## config.mk

```make
export PLATFORM = sky130hd
export DESIGN_NAME = can_frame_tx_flat
export DESIGN_NICKNAME = d
export VERILOG_FILES = /design/src/rtl/can_frame_tx_if.sv /design/src/rtl/can_frame_tx.sv /design/src/flat_wrapper.sv
export SDC_FILE = /design/constraint.sdc
export NUM_CORES = 1
export LEC_CHECK = 0
export BUFFER_PORTS_ARGS = -buffer_cell sky130_fd_sc_hd__buf_2
export CAP_MARGIN = 20
export CORE_MARGIN = 3
export CORE_UTILIZATION = 55
export CTS_CLUSTER_DIAMETER = 200
export CTS_CLUSTER_SIZE = 14
export DETAILED_ROUTE_END_ITERATION = 8
export PLACE_DENSITY = 0.79
export SYNTH_ARGS = -nofsm -noshare
export SYNTH_HDL_FRONTEND = slang
export SYNTH_SLANG_ARGS = --single-unit
```

## constraint.sdc

```tcl
create_clock -name sp -period 6 [get_ports sp]
set_input_delay 1.5 -clock sp [delete_from_list [all_inputs] [get_ports sp]]
set_output_delay 1.5 -clock sp [all_outputs]
set_load 0.1 [all_outputs]
```

## src/rtl/can_frame_tx_if.sv

```systemverilog
// ----------------------------------------------------------------------------
// can_frame_tx_if
//   Bundles the frame-builder handshake and the transceiver-side bus bits of
//   the CAN frame transmitter.
//
//   master : frame builder / bus side (drives the request, frame and CAN_RX;
//            observes the transmitter status)
//   slave  : can_frame_tx
//
//   Signals
//     start      request a transmission (sampled on sp)
//     frame      right-justified frame bits, frame[frame_len-1] is SOF
//     frame_len  number of data bits to send
//     stuff_len  number of leading data bits subject to bit stuffing
//     CAN_RX     bus value at the sample point
//     CAN_TX     driven bus bit, 1 = recessive
//     isStuff    current CAN_TX bit is a stuff bit
//     busy       transmission in progress
//     done       one-bit-time pulse on normal completion
//     arb_lost   one-bit-time pulse on arbitration loss
// ----------------------------------------------------------------------------
interface can_frame_tx_if #(
    parameter int FRAME_W = 151,
    parameter int LEN_W   = 8
);
    logic               start;
    logic [FRAME_W-1:0] frame;
    logic [LEN_W-1:0]   frame_len;
    logic [LEN_W-1:0]   stuff_len;
    logic               CAN_RX;
    logic               CAN_TX;
    logic               isStuff;
    logic               busy;
    logic               done;
    logic               arb_lost;

    modport master (
        output start, frame, frame_len, stuff_len, CAN_RX,
        input  CAN_TX, isStuff, busy, done, arb_lost
    );

    modport slave (
        input  start, frame, frame_len, stuff_len, CAN_RX,
        output CAN_TX, isStuff, busy, done, arb_lost
    );
endinterface

```

## src/rtl/can_frame_tx.sv

```systemverilog
// ----------------------------------------------------------------------------
// can_frame_tx
//   Serializes a preassembled CAN frame onto CAN_TX, MSB first, one bit per
//   rising edge of sp. Inside the stuffed region (the first eff_stuff data
//   bits, eff_stuff = min(stuff_len, frame_len)) a complement bit is inserted
//   after every run of five identical bus bits and flagged on isStuff.
//
//   Ports
//     sp     clock, one rising edge per CAN bit time
//     reset  asynchronous, active-high; aborts any frame in progress
//     bus    can_frame_tx_if.slave (start/frame/frame_len/stuff_len/CAN_RX in,
//            CAN_TX/isStuff/busy/done/arb_lost out)
//
//   Parameters
//     FRAME_W   width of the frame vector
//     LEN_W     width of frame_len / stuff_len
//     ARB_BITS  leading data bits that form the arbitration field
//
//   Build option
//     CAN_FRAME_TX_ARB_EN  when defined, CAN_RX is compared with a recessive
//                          CAN_TX during arbitration-field data bits and a
//                          dominant readback aborts the frame with arb_lost.
//                          When undefined, CAN_RX is ignored and arb_lost
//                          stays 0.
// ----------------------------------------------------------------------------
module can_frame_tx #(
    parameter int FRAME_W  = 151,
    parameter int LEN_W    = 8,
    parameter int ARB_BITS = 12
) (
    input  logic         sp,
    input  logic         reset,
    can_frame_tx_if.slave bus
);

    typedef enum logic [1:0] {
        IDLE  = 2'd0,
        SEND  = 2'd1,
        STUFF = 2'd2
    } state_t;

    localparam logic [LEN_W-1:0] ONE     = LEN_W'(1);
    localparam logic [LEN_W-1:0] ARB_LIM = LEN_W'(ARB_BITS);

    // Run length of identical bus bits; saturates so that long runs outside
    // the stuffed region cannot wrap back into a false count.
    function automatic logic [2:0] run_inc(input logic [2:0] r);
        return (r == 3'd7) ? r : r + 3'd1;
    endfunction

    function automatic logic [LEN_W-1:0] len_min(input logic [LEN_W-1:0] a,
                                                 input logic [LEN_W-1:0] b);
        return (a < b) ? a : b;
    endfunction

    state_t             state, state_nxt;
    logic [2:0]         run, run_nxt;
    logic               tx, tx_nxt;
    logic               stuff, stuff_nxt;
    logic               busy, busy_nxt;
    logic               done, done_nxt;
    logic               arb, arb_nxt;

    logic [FRAME_W-1:0] frame_q;
    logic [LEN_W-1:0]   len_q;
    logic [LEN_W-1:0]   eff_stuff_q;
    logic [LEN_W-1:0]   idx, idx_nxt;

    logic               accept;
    logic [LEN_W-1:0]   pos;
    logic [LEN_W-1:0]   idx_m1;
    logic               in_region;
    logic               stuff_now;
    logic               last_bit;
    logic               next_bit;
    logic               first_bit;
    logic               arb_hit;

    // ---- decode of the current bit time -------------------------------------
    // pos is the zero-based position of the data bit now on the bus.
    assign accept    = (state == IDLE) && bus.start && (bus.frame_len != '0);
    assign pos       = len_q - idx - ONE;
    assign idx_m1    = idx - ONE;
    assign in_region = (pos < eff_stuff_q);
    assign stuff_now = (state == SEND) && in_region && (run == 3'd5);
    assign last_bit  = (idx == '0);
    assign next_bit  = frame_q[idx_m1];
    assign first_bit = bus.frame[bus.frame_len - ONE];

`ifdef CAN_FRAME_TX_ARB_EN
    // Only data bits (SEND) of the arbitration field are checked; a recessive
    // bit read back dominant means another node won the bus.
    assign arb_hit = (state == SEND) && (pos < ARB_LIM) && tx && !bus.CAN_RX;
`else
    logic arb_unused;
    assign arb_unused = bus.CAN_RX ^ ARB_LIM[0];
    assign arb_hit    = 1'b0;
`endif

    // ---- state and registered outputs ---------------------------------------
    always_ff @(posedge sp or posedge reset) begin
        if (reset) begin
            state <= IDLE;
            run   <= 3'd0;
            tx    <= 1'b1;
            stuff <= 1'b0;
            busy  <= 1'b0;
            done  <= 1'b0;
            arb   <= 1'b0;
        end else begin
            state <= state_nxt;
            run   <= run_nxt;
            tx    <= tx_nxt;
            stuff <= stuff_nxt;
            busy  <= busy_nxt;
            done  <= done_nxt;
            arb   <= arb_nxt;
        end
    end

    // Frame data and bit index only matter while busy, so they are loaded on
    // acceptance and carry no reset.
    always_ff @(posedge sp) begin
        if (accept) begin
            frame_q     <= bus.frame;
            len_q       <= bus.frame_len;
            eff_stuff_q <= len_min(bus.stuff_len, bus.frame_len);
        end
        idx <= idx_nxt;
    end

    // ---- next state ----------------------------------------------------------
    // A pending stuff bit takes priority over finishing, so a run completed on
    // the last stuffed bit still gets its stuff bit before done.
    always_comb begin
        state_nxt = state;
        idx_nxt   = idx;
        run_nxt   = run;
        unique case (state)
            IDLE: begin
                if (accept) begin
                    state_nxt = SEND;
                    idx_nxt   = bus.frame_len - ONE;
                    run_nxt   = 3'd1;
                end
            end
            SEND: begin
                if (arb_hit) begin
                    state_nxt = IDLE;
                    run_nxt   = 3'd0;
                end else if (stuff_now) begin
                    state_nxt = STUFF;
                    run_nxt   = 3'd1;
                end else if (last_bit) begin
                    state_nxt = IDLE;
                    run_nxt   = 3'd0;
                end else begin
                    idx_nxt = idx_m1;
                    run_nxt = (next_bit == tx) ? run_inc(run) : 3'd1;
                end
            end
            STUFF: begin
                if (last_bit) begin
                    state_nxt = IDLE;
                    run_nxt   = 3'd0;
                end else begin
                    state_nxt = SEND;
                    idx_nxt   = idx_m1;
                    run_nxt   = (next_bit == tx) ? 3'd2 : 3'd1;
                end
            end
            default: begin
                state_nxt = IDLE;
                run_nxt   = 3'd0;
            end
        endcase
    end

    // ---- next outputs --------------------------------------------------------
    always_comb begin
        tx_nxt    = 1'b1;
        stuff_nxt = 1'b0;
        busy_nxt  = 1'b0;
        done_nxt  = 1'b0;
        arb_nxt   = 1'b0;
        unique case (state)
            IDLE: begin
                if (accept) begin
                    tx_nxt   = first_bit;
                    busy_nxt = 1'b1;
                end
            end
            SEND: begin
                if (arb_hit) begin
                    arb_nxt = 1'b1;
                end else if (stuff_now) begin
                    tx_nxt    = ~tx;
                    stuff_nxt = 1'b1;
                    busy_nxt  = 1'b1;
                end else if (last_bit) begin
                    done_nxt = 1'b1;
                end else begin
                    tx_nxt   = next_bit;
                    busy_nxt = 1'b1;
                end
            end
            STUFF: begin
                if (last_bit) begin
                    done_nxt = 1'b1;
                end else begin
                    tx_nxt   = next_bit;
                    busy_nxt = 1'b1;
                end
            end
            default: begin
                tx_nxt = 1'b1;
            end
        endcase
    end

    assign bus.CAN_TX   = tx;
    assign bus.isStuff  = stuff;
    assign bus.busy     = busy;
    assign bus.done     = done;
    assign bus.arb_lost = arb;

endmodule

```

## src/flat_wrapper.sv

```systemverilog
// flat-port wrapper written by rule: the top's interface ports become plain ports
module can_frame_tx_flat 
#(
    parameter int FRAME_W  = 151,
    parameter int LEN_W    = 8,
    parameter int ARB_BITS = 12
)
  (sp, reset, bus_start, bus_frame, bus_frame_len, bus_stuff_len, bus_CAN_RX, bus_CAN_TX, bus_isStuff, bus_busy, bus_done, bus_arb_lost);
  can_frame_tx_if #(.FRAME_W(FRAME_W), .LEN_W(LEN_W)) bus_i ();
  input  logic sp;
  input  logic reset;
  input wire logic [$bits(bus_i.start)-1:0] bus_start;
  input wire logic [$bits(bus_i.frame)-1:0] bus_frame;
  input wire logic [$bits(bus_i.frame_len)-1:0] bus_frame_len;
  input wire logic [$bits(bus_i.stuff_len)-1:0] bus_stuff_len;
  input wire logic [$bits(bus_i.CAN_RX)-1:0] bus_CAN_RX;
  output wire logic [$bits(bus_i.CAN_TX)-1:0] bus_CAN_TX;
  output wire logic [$bits(bus_i.isStuff)-1:0] bus_isStuff;
  output wire logic [$bits(bus_i.busy)-1:0] bus_busy;
  output wire logic [$bits(bus_i.done)-1:0] bus_done;
  output wire logic [$bits(bus_i.arb_lost)-1:0] bus_arb_lost;
  assign bus_i.start = bus_start;
  assign bus_i.frame = bus_frame;
  assign bus_i.frame_len = bus_frame_len;
  assign bus_i.stuff_len = bus_stuff_len;
  assign bus_i.CAN_RX = bus_CAN_RX;
  assign bus_CAN_TX = bus_i.CAN_TX;
  assign bus_isStuff = bus_i.isStuff;
  assign bus_busy = bus_i.busy;
  assign bus_done = bus_i.done;
  assign bus_arb_lost = bus_i.arb_lost;
  can_frame_tx #(.FRAME_W(FRAME_W), .LEN_W(LEN_W), .ARB_BITS(ARB_BITS)) u_core (.sp(sp), .reset(reset), .bus(bus_i));
endmodule
```

### Word-level counts from Yosys, hierarchy flattened

Index checks and enable logic that the tools add are counted.

| storage, ports and cells | value |
|---|---|
| logic and storage cells | 75 |
| bits in registers | 184 |
| input port bits | 171 |

| cells by class | value |
|---|---|
| muxes and demuxes | 35 |
| order comparisons | 4 |
| bitwise operators | 1 |
| reduce and logical (&&, ||, !) cells | 11 |
| add/sub/neg operators | 5 |
| equal/unequal tests | 9 |

Operators with widths:

| cell | number |
|---|---|
| $mux 8 | 4 |
| $pmux 8 s3 | 1 |
| $sub 8x1->8 const B | 3 |
| $lt 8x9->1 const B | 2 |
| $mux 3 | 6 |
| $bmux 1 s8 | 2 |
| $lt 8x8->1 | 2 |
| $mux 1 | 13 |
| $pmux 3 s3 | 1 |
| $logic_not 8->1 | 1 |
| $mux 2 | 4 |
| $reduce_bool 8->1 | 1 |
| $sub 8x8->8 | 1 |
| $eq 3x3->1 const B | 2 |
| $pmux 1 s3 | 2 |
| $pmux 2 s3 | 1 |
| $ne 5x3->1 const B | 1 |
| $logic_and 1x1->1 | 4 |
| $reduce_and 2->1 | 2 |
| $add 3x1->3 const B | 1 |
| $ne 3x1->1 const B | 1 |
| $reduce_and 3->1 | 1 |
| $reduce_bool 3->1 | 1 |
| $eq 2x1->1 const B | 1 |
| 7 further kinds | 7 |

### Depth between registers and ports, before layout

| logic depth | value |
|---|---|
| word-level depth | 8 |
| gate-level depth with buffers | 21 |
| mapped depth without buffers | 19 |

### Least setup slack after synthesis

OpenSTA, ideal clock, no wires.

| timing | value |
|---|---|
| path type | input-to-reg |
| start | input port bus_frame_len[0] |
| end | register u_core.eff_stuff_q[0], enable pin |
| stages | 8 |
| data arrival time | 6095 ps |
| setup slack | -615 ps |
| data required time | 5480 ps |
| setup time | 520 ps |
| buffers on the path | 2 |
| cell sequence | clkbuf_1 -> clkbuf_1 -> inv_1 -> ha_1 -> a41o_1 -> inv_1 -> nand2_1 -> inv_1 |

| between the ends | value |
|---|---|
| longest elaborated chain between the ends | 2 |

Ends and longest elaborated chain:

| element | RTL line | text |
|---|---|---|
| start: declaration | flat_wrapper.sv:14 | `input wire logic [$bits(bus_i.frame_len)-1:0] bus_frame_len;` |
| $reduce_bool 8->1 | can_frame_tx.sv:81 | `assign accept = (state == IDLE) && bus.start && (bus.frame_len != '0);` |
| $logic_and 1x1->1 | can_frame_tx.sv:81 |  |
| net u_core.accept | can_frame_tx.sv:69 | `logic accept;` |
| end signal: assignment | can_frame_tx.sv:127 | `eff_stuff_q <= len_min(bus.stuff_len, bus.frame_len);` |
| end: declaration | can_frame_tx.sv:66 | `logic [LEN_W-1:0] eff_stuff_q;` |

The timed path passes the listed nets, and every way through them passes these cells.
A chain may end at the register's enable or synchronous reset.

### Worst setup path in the final report

| timing | value |
|---|---|
| start | input port bus_frame_len[1] |
| end | register u_core.tx, in the netlist u_core.bus.CAN_TX |

| between the ends | value |
|---|---|
| longest elaborated chain between the ends | 5 |
| elaborated cells between the ends (all ways) | 7 |

Ends and longest elaborated chain:

| element | RTL line | text |
|---|---|---|
| $sub 8x1->8 | can_frame_tx.sv:88 | `assign first_bit = bus.frame[bus.frame_len - ONE];` |
| $bmux 1 s8 | can_frame_tx.sv:88 |  |
| $mux 1 (not written as such) | can_frame_tx.sv:88 |  |
| $mux 1 * | can_frame_tx.sv:188 | `if (accept) begin` |
| $pmux 1 s3 * | can_frame_tx.sv:186 | `unique case (state)` |
| net u_core.tx_nxt | can_frame_tx.sv:58 | `logic tx, tx_nxt;` |
| end signal: assignment | can_frame_tx.sv:113 | `tx <= tx_nxt;` |
| end: declaration | can_frame_tx.sv:58 |  |

Mark *: on every way through the listed nets, which the timed path passes. The rest lies on a longest branch. The select of a mux whose other input is x is not followed.

==> summary.md <==
| Metric | Value |
|---|---|
| CTS sink cnt | 184 |
| Synthesized Nets | 786 |
| Share of post-route cells with drive strength above 1 | 41.20% |
| Inst Count DP | 955 |
| IO Port Bufs | 173 |
| Slew headroom | 29.40% |
| Flop and latch count out of synthesis | 184 |
| Reg power frac | 36.2% |
| Starting Density | 56.92% |
| 1st-iter DRT viols | 519 |
| Ant. Diodes | 0 |
| Crit Path Category | input pin to flop |
| CORE AREA | 16,820 sq um |
| Ys async rst share | 4.891% |
| Final Util | 66.78% |
| CP max-delay cell | ha_2 |
| Clk pin slew, worst setup/hold paths | 0.07 ns |
| CTS Buf Count | 17 |
| Vias in the first global route | 6,290 |
| Hpwl dp | 16,050 um |
| Die Ht | 137.9 um |
| WP data arrival | 4.63 ns |
| CTS resizes | 0 |
| Most used cell, CP | mux4_2 |
| Cells after Synth | 582 |
| Synth Warn # | 0 |
| Hold Path Class | flop to flop |
| H-Tree Level Count | 4 |
| Total Routing Usage GR | 24.25% |
| Main flop type after synthesis | edfxtp_1 |
| Worst skew pair latency | 0.44 ns |
| Final period util | 71.03% |
| Max-cap violations | 0 |
| Clk_skew | 0.009553 ns |
| Status | complete, no violations |
| DRT Wirelength | 21,910 um |
| Cts hold-fix bufs | 0 |
| Setup bufs post-CTS | 0 |
| Maximum net fanout on the critical path | 34 |
| Post-synth EDFFs | 175 |
| GRT overflow | 0 |
| Cell Area, Synth | 9573 sq um |
| Switching part of the total | 36.15% |
| RSZ-0062 raised after global routing | false |
| Combinational Power Share | 42.6% |
| Final setup TNS | 0 ns |
| Drt first pass iters | 5 |
| Fin crit period | 4.262 ns |
| Final nets | 958 |
| R2r endpoint | u_core.run[0] |
| Min-Delay Path Depth | 1 |
| Crit path max-delay family | multiplexers |
| Routed vias | 6,114 |
| Worst hold endpoint | u_core.run[2] |
| Cell Pwr Density | 457.5 nW/um^2 |
| Mean Syn Cell Area | 16.45 sq um |
| Die area | 19,020 sq um |
| Clock buffer depth | 2 |
| Worst reg-to-reg setup slack | 1.77 ns |
| Synth cell types | 62 |
| Initial antenna violation count | 2 |
| CTS Root Cell | clkbuf_16 |
| First-pass GRT wire length | 33,770 um |
| Hold path start | u_core.run[2] |
| P_sw | 1.858 mW |
| Antenna viol nets, final | 0 |
| Sequential Area | 5482 sq um |
| Fmax | 234.6 MHz |
| Final hold violation count | 0 |
| Worst VDD drop | 0.0003038 V |
| Pin count of the biggest net entering global routing | 97 |
| Buf+Inv Stages, Crit Path | 2 |
| Crit path launch type | input pin |
| Setup violations, final | 0 |
| Worst-path cell chain | buf_2 > inv_1 > ha_2 > mux4_2 > mux4_2 > mux4_2 > a22oi_1 > a21oi_1 > o21ai_0 > nand3_1 |
| WL/cell | 22.20 um |
| P_leak | 4.353 nW |
| Final std cells w/o fill | 987 |
| Crit path capture type | flop |
| Area Overhead vs Synth | 17.33% |
| IO Pins | 176 |
| Area of the multi-input gates | 3800 sq um |
| Sequential fraction of the synthesis area | 57.26% |
| Reg2reg start | u_core.idx[0] |
| Design internal power | 3.281 mW |
| Fill cells | 1,174 |
| Std-Cell Rows | 47 |
| GPL Wtd Cong | 0.9451 |
| Critical Path Max Stage Delay | 0.94 ns |
| Remaining DRCs | 0 |
| Worst EP required | 6.36 ns |
| Reg2reg path depth | 12 |
| Pin slew with the least headroom to its limit | 1.059 ns |
| Slew Viols, Final | 0 |
| CTS tree | built |
| Die Wd | 137.9 um |
| Clock share of power | 21.3% |
| Vias per cell | 6.195 |
## layout make-up
type / instances / area share (%)
clock buffer: 18 / 3.821
clock inverter: 14 / 1.236
inverter: 44 / 1.504
multi-input combinational: 326 / 33.83
sequential: 184 / 48.80
tap: 220 / 2.451
timing repair buffer: 181 / 8.355
## cell usage in the layout (no fill, tap or decap), types with 5 or more instances in the layout
cell type,Yosys,final
edfxtp_1,175,175
buf_2,6,173
mux4_2,82,82
inv_1,43,42
ha_1,32,30
nor2_1,25,25
a21oi_1,20,20
nand2_1,18,18
clkbuf_16,0,17
o21ai_0,15,15
xnor2_1,16,15
mux2i_1,12,12
nand3_1,10,10
mux2_2,10,10
a21o_1,9,9
dfrtp_1,8,8
inv_6,0,7
buf_4,3,7
nand2b_1,5,5
o22ai_1,5,5
## state kept, by name (all words and copies together) (netlist names)
signal	count
u_core.bus.done	1
u_core.run	3
u_core.state	2
u_core.frame_q	151
u_core.bus.isStuff	1
u_core.bus.CAN_TX	1
u_core.bus.busy	1
u_core.len_q	8
u_core.idx	8
u_core.eff_stuff_q	8
## cell usage after synthesis, types with 4 or more instances
cell type	n	share of area (%)
a211oi_1	4	0.31
ha_1	32	4.2
mux2i_1	12	1.3
nor3_1	4	0.21
o21ai_0	15	0.78
xnor2_1	16	1.5
mux4_2	82	19
o21bai_1	4	0.31
nand2b_1	5	0.33
inv_1	43	1.7
edfxtp_1	175	55
buf_1	5	0.20
nand3_1	10	0.52
mux2_2	10	1.2
dfrtp_1	8	2.1
o22ai_1	5	0.33
buf_2	6	0.31
a21o_1	9	0.71
a21oi_1	20	1.0
nand2_1	18	0.71
clkbuf_1	12	0.47
nor2_1	25	0.98
## metrics by stage
| stage | cell area, sq um | power, mW | setup slack, ns | hold WS, ns |
|---|---|---|---|---|
| 2_1_floorplan | 9577 | 3.532 | 0.5394 | 0.4940 |
| 3_3_place_gp | 10660 | 3.995 | 1.287 | 0.5139 |
| 3_5_place_dp | 10660 | 4.069 | 1.260 | 0.5355 |
| 4_1_cts | 11230 | 5.166 | 1.724 | 0.5544 |
| 5_1_grt | 11230 | 5.418 | 1.540 | 0.5642 |
| 6_report | 11230 | 5.139 | 1.738 | 0.5512 |
## worst max path at each step
stage,start,endpoint,slack (ns),depth (start not counted)
floorplan,bus_frame_len[0],u_core.eff_stuff_q[0],0.54,8
global placement,bus_frame_len[1],u_core.bus.CAN_TX,1.29,10
detailed placement,bus_frame_len[1],u_core.bus.CAN_TX,1.26,10
CTS,bus_frame_len[1],u_core.bus.CAN_TX,1.72,10
global route,u_core.idx[0],u_core.run[0],1.54,12
finish,bus_frame_len[1],u_core.bus.CAN_TX,1.74,10
## cell families (layout without fill, tap and decap cells)
kind of cell | after synthesis | after routing | synth area share [%]
xor+xnor | 20 | 20 | 2.183
mux | 107 | 107 | 22.55
simple gates | 82 | 82 | 4.183
compound gates | 83 | 83 | 6.222
buf+inv | 72 | 257 | 3.176
other cells | 1 | 1 | 0.03917
flops | 184 | 184 | 57.26
fa+ha+maj | 33 | 33 | 4.392
## power by group through the flow
stage / sequential, mW / clock [mW] / combinational [mW]
finish: 1.86 / 1.09 / 2.19
global placement: 1.86 / 0 / 2.14
CTS: 1.85 / 1.11 / 2.20
global route: 1.88 / 1.16 / 2.38
detailed placement: 1.88 / 0 / 2.19
floorplan: 1.89 / 0 / 1.64
## routing by layer
layer,vias up,GRT usage (%),share of wire (%)
met4,4,9.440,2.4
met1,3056,32.19,39
li1,2707,-,-
met3,41,6.277,8.0
met5,-,0,0.12
met2,306,38.91,50
Power figures use the tool's default switching activity.
